## src/rtl/rr_channel_arbiter_pkg.sv

```systemverilog
// Shared handshake helpers for the round-robin channel arbiter.
// Constant-evaluable so it can size ports and internal vectors.
package rr_channel_arbiter_pkg;

  function automatic int clog2(input int n);
    int r;
    r = 0;
    for (int i = 0; i < 32; i++)
      if ((1 << r) < n) r++;
    return r;
  endfunction

endpackage

```

## src/rtl/rr_priority_select.sv

```systemverilog
// Rotating priority picker: first request at or after ptr, wrapping.
// Rotate via a doubled vector, then take the lowest set bit.
module rr_priority_select
  import rr_channel_arbiter_pkg::*;
#(
  parameter int SIZE       = 2,
  parameter int INDEX_TYPE = 1
) (
  input  logic [SIZE-1:0]       req,
  input  logic [INDEX_TYPE-1:0] ptr,
  output logic [SIZE-1:0]       grant_onehot,
  output logic [INDEX_TYPE-1:0] grant_idx,
  output logic                  any_grant
);

  localparam int W = clog2(SIZE);
  localparam logic [W:0] SZ = (W+1)'(SIZE);

  logic [SIZE-1:0] rot;
  logic [W:0]      off;
  logic [W:0]      sum;

  assign rot       = SIZE'({req, req} >> ptr);
  assign any_grant = |req;

  always_comb begin
    off = '0;
    for (int i = SIZE - 1; i >= 0; i--)
      if (rot[i]) off = (W+1)'(i);
  end

  // Offset is relative to ptr; fold back into 0..SIZE-1.
  always_comb begin
    sum = (W+1)'(ptr) + off;
    if (sum >= SZ) sum = sum - SZ;
  end

  assign grant_idx = INDEX_TYPE'(sum);

  always_comb begin
    grant_onehot = '0;
    if (any_grant) grant_onehot[grant_idx] = 1'b1;
  end

endmodule

```

## src/rtl/rr_channel_arbiter.sv

```systemverilog
// Round-robin merge of SIZE elastic channels into one registered
// output slot carrying the winner's data and channel index.
module rr_channel_arbiter
  import rr_channel_arbiter_pkg::*;
#(
  parameter int SIZE       = 2,
  parameter int DATA_TYPE  = 32,
  parameter int INDEX_TYPE = 1
) (
  input  logic                      clk,
  input  logic                      rst,
  input  logic [SIZE*DATA_TYPE-1:0] ins,
  input  logic [SIZE-1:0]           ins_valid,
  output logic [SIZE-1:0]           ins_ready,
  output logic [DATA_TYPE-1:0]      outs,
  output logic [INDEX_TYPE-1:0]     index,
  output logic                      outs_valid,
  input  logic                      outs_ready
);

  localparam logic [INDEX_TYPE-1:0] LAST = INDEX_TYPE'(SIZE - 1);

  logic                  full;
  logic [INDEX_TYPE-1:0] ptr;
  logic [DATA_TYPE-1:0]  data_q;
  logic [INDEX_TYPE-1:0] index_q;

  logic [SIZE-1:0]       grant_onehot;
  logic [INDEX_TYPE-1:0] grant_idx;
  logic                  any_grant;
  logic                  can_accept;
  logic                  push;
  logic [DATA_TYPE-1:0]  sel_data;

  rr_priority_select #(
    .SIZE       (SIZE),
    .INDEX_TYPE (INDEX_TYPE)
  ) u_sel (
    .req          (ins_valid),
    .ptr          (ptr),
    .grant_onehot (grant_onehot),
    .grant_idx    (grant_idx),
    .any_grant    (any_grant)
  );

  // Slot is free if empty or its token leaves this cycle.
  assign can_accept = !full || outs_ready;
  assign push       = any_grant && can_accept;
  assign ins_ready  = can_accept ? grant_onehot : '0;
  assign sel_data   = ins[grant_idx*DATA_TYPE +: DATA_TYPE];

  always_ff @(posedge clk) begin
    if (rst) begin
      full    <= 1'b0;
      ptr     <= '0;
      data_q  <= '0;
      index_q <= '0;
    end else if (push) begin
      full    <= 1'b1;
      data_q  <= sel_data;
      index_q <= grant_idx;
      ptr     <= (grant_idx == LAST) ? '0 : grant_idx + 1'b1;
    end else if (full && outs_ready) begin
      full <= 1'b0;
    end
  end

  assign outs_valid = full;
  assign outs       = data_q;
  assign index      = index_q;

endmodule

```

## config.mk

```make
export PLATFORM = sky130hd
export DESIGN_NAME = rr_channel_arbiter
export DESIGN_NICKNAME = d
export VERILOG_FILES = /design/src/rtl/rr_channel_arbiter_pkg.sv /design/src/rtl/rr_priority_select.sv /design/src/rtl/rr_channel_arbiter.sv
export SDC_FILE = /design/constraint.sdc
export NUM_CORES = 1
export LEC_CHECK = 0
export CELL_PAD_IN_SITES_DETAIL_PLACEMENT = 0
export CELL_PAD_IN_SITES_GLOBAL_PLACEMENT = 1
export CORE_AREA = 2 2 68 102
export DETAILED_ROUTE_END_ITERATION = 8
export DIE_AREA = 0 0 70 104
export MAX_ROUTING_LAYER = met4
export PLACE_DENSITY = 0.74
export SLEW_MARGIN = 30
export SYNTH_ARGS = -nofsm -noshare
export SYNTH_HDL_FRONTEND = slang
export SYNTH_HIERARCHICAL = 1
export SYNTH_SLANG_ARGS = --single-unit
```

## constraint.sdc

```tcl
create_clock -name clk -period 1.6 [get_ports clk]
set_input_delay 0.32 -clock clk [delete_from_list [all_inputs] [get_ports clk]]
set_output_delay 0.32 -clock clk [all_outputs]
set_load 0.01 [all_outputs]
```

==> results <==
[worst paths after layout]
| path | start | end | slack, ns | depth (start not counted) |
|---|---|---|---|---|
| max | ins_valid[1] | outs[6] | 0.05 | 6 |
| min reg2reg | outs[4] | outs[4] | 0.46 | 1 |
| max reg2reg | ptr | outs[6] | 0.29 | 4 |
| min | outs[4] | outs[4] | 0.46 | 1 |
[state kept, by name (all words and copies together), names as in the netlist]
register    count
index           1
outs           32
outs_valid      1
ptr             1
[cell type report]
cell class                 count  area [um^2]  area share
inverter                       2        7.507    0.002641
clock buffer                   6        72.57     0.02553
sequential                    35        700.7      0.2465
clock inverter                 2        12.51    0.004401
multi-input combinational     81        767.0      0.2698
timing repair buffer         115         1187      0.4177
tap                           76        95.09     0.03345
[stage by stage]
stage | total power (W) | util
after floorplan | 0.001281 | -
after global placement | 0.001695 | 0.4296
after detailed placement | 0.001701 | 0.4296
after CTS | 0.002337 | 0.4415
after global routing | 0.002426 | 0.4444
final | 0.002300 | 0.4444
[placed cells by master (no fill, tap or decap)]
cell type,count
or2_4,1
a21bo_2,1
inv_1,1
o2bb2ai_1,29
a21oi_1,4
maj3_2,1
o2bb2ai_2,3
mux2i_4,1
clkbuf_1,1
dfxtp_1,35
o21a_1,1
dlygate4sd2_1,1
a21oi_4,1
mux2i_1,31
clkdlybuf4s50_1,101
nand3b_2,1
buf_2,2
buf_12,6
a31o_2,1
and2_1,2
clkinv_2,1
clkinvlp_4,1
buf_4,5
clkbuf_8,5
nand2b_1,1
nand3_1,1
nand2b_4,1
inv_2,1
nor2_1,1
[synthesized netlist by cell type (all sizes together)]
master   number  area share
dfxtp        35        0.46
mux2i        32        0.21
o2bb2ai      32        0.19
buf          11       0.054
a21oi         5       0.024
and2          2      0.0081
inv           2      0.0049
nand2b        2       0.013
a21bo         1      0.0065
a31o          1      0.0057
maj3          1      0.0073
nand3         1      0.0033
nand3b        1      0.0073
nor2          1      0.0024
o21a          1      0.0049
or2           1      0.0041
[critical path, stage by stage]
cell	delay (ns)
clkdlybuf4s50_1	0.44
buf_4	0.15
maj3_2	0.35
buf_12	0.18
mux2i_4	0.19
o2bb2ai_2	0.12
[kinds of logic after synthesis]
group,count (synthesis),synth area share
buffers and inverters,13,0.05863
AND/OR/NAND/NOR,8,0.03827
adder cells (fa/ha/maj),1,0.007328
flip-flops,35,0.4560
multiplexers,32,0.2085
AO/OA/AOI/OAI,40,0.2313
[per-layer routing]
metal,GRT usage,part of all wire,vias up
met2,0.2259,0.53,57
li1,-,-,715
met5,-,0,-
met4,0.06731,0.033,0
met1,0.1363,0.37,654
met3,0.03585,0.063,10
[power groups by stage]
stage	clock (W)	combinational, W	sequential, W
CTS	0.000657	0.000686	0.000994
floorplan	0	0.000231	0.00105
global placement	0	0.000682	0.00101
finish	0.000625	0.000681	0.000994
detailed placement	0	0.000688	0.00101
global route	0.000690	0.000730	0.00101
[repair_timing]
item,in CTS,in global routing
pin swaps,0,1
endpoints found under the setup margin,18,1
endpoints found under the hold margin,0,0
resized for setup,11,3
==> metrics.md <==
| Metric | Value |
|---|---|
| Setup CP Type | primary input to flip-flop |
| Die width | 70 um |
| Status | complete, no violations |
| Y dimension of the die | 104 um |
| CTS max path bufs | 2 |
| Ys Warns | 6 |
| P_int | 0.001693 W |
| Non-Filler Instances | 317 |
| Via density | 4.530 |
| Switch Pwr | 0.0006065 W |
| TritonCTS clock tree | yes |
| First DRT Iteration DRCs | 46 |
| IO buf count | 104 |
| Static leakage | 1.075 nW |
| Dpl cell area | 2748 um^2 |
| Crit share post-route | 0.9695 |
| Clk root buf | clkbuf_8 |
| Power Density | 809.0 nW/um^2 |
| Total of max-cap violations | 0 |
| Layout area overhead | 85.02% |
| Min Hold Slack | 0.4610 ns |
| Syn Nets | 198 |
| Setup bufs post-CTS | 0 |
| Antenna diodes | 0 |
| Slew margin rel. | 0.8906 |
| DP Wirelength | 3.435 mm |
| Placed cell count | 309 |
| Initial core utilization | 0.2402 |
| Gpl congestion | 0.6769 |
| Post-place setup slack | -0.3527 ns |
| Total CTS buffers | 5 |
| Routed wire length | 4.393 mm |
| Post-synth cell types | 21 |
| Pre-Repair DR Iteration Count | 2 |
| Vias in the first global route | 1501 |
| Hold_buf cts | 0 |
| Setup ws final | 0.04887 ns |
| Shortest period the worst path allows | 1.551 ns |
| Final Hold Vio Count | 0 |
| Crit end category | flip-flop |
| Layout cells sized above 1 | 0.1328 |
| H-tree Lvls | 2 |
| Setup crit start kind | primary input |
| RSZ-0062 raised after global routing | false |
| Synthesized area | 1536 um^2 |
| Flop pwr share | 0.432 |
| Final Cell Area | 2843 um^2 |
| GRT Resource Usage Total | 0.1318 |
| Crit path max fanout | 18 |
| Drt wl/cell | 13.86 um |
| WP data arrival | 1.76 ns |
| Initial antenna violation count | 0 |
| Via count | 1436 |
| NumNets Final | 309 |
| CTS Sinks | 35 |
| Synth Area per Inst | 11.91 um^2 |
| First-pass GRT wire length | 7.389 mm |
| Setup TNS Final | 0 ns |
| Core ar. | 6396 um^2 |
| GR Overflow Total | 0 |
| Peak Freq | 644.7 MHz |
| Endpoints failing setup | 0 |
| # rows | 36 |
| Post-Syn Instances | 129 |
| Peak supply drop | 393.0 uV |
| WP data required | 1.81 ns |
| Hold Path Class | flip-flop to flip-flop |
| # IOs | 105 |
| Clock Skew | 0.005065 ns |
| Worst skew pair latency | 0.28 ns |
| Yosys reg bits | 35 |
| Logic pwr share | 0.296 |
| Pin count of the biggest net entering global routing | 19 |
| Slew Limit Fails | 0 |
| # fillers | 644 |
| Sequential share of the synthesized area | 0.4560 |
| Least-Margin Pin Slew | 0.1595 ns |
| Final ANT Viol Nets | 0 |
| DIE AREA | 7280 um^2 |
| Worst-path clk slew | 0.07 ns |
| Switching Fraction | 0.2637 |
| Clock network fraction of total power | 0.272 |
| Drt drc | 0 |
Note: power is estimated with default switching activity, not from simulation.
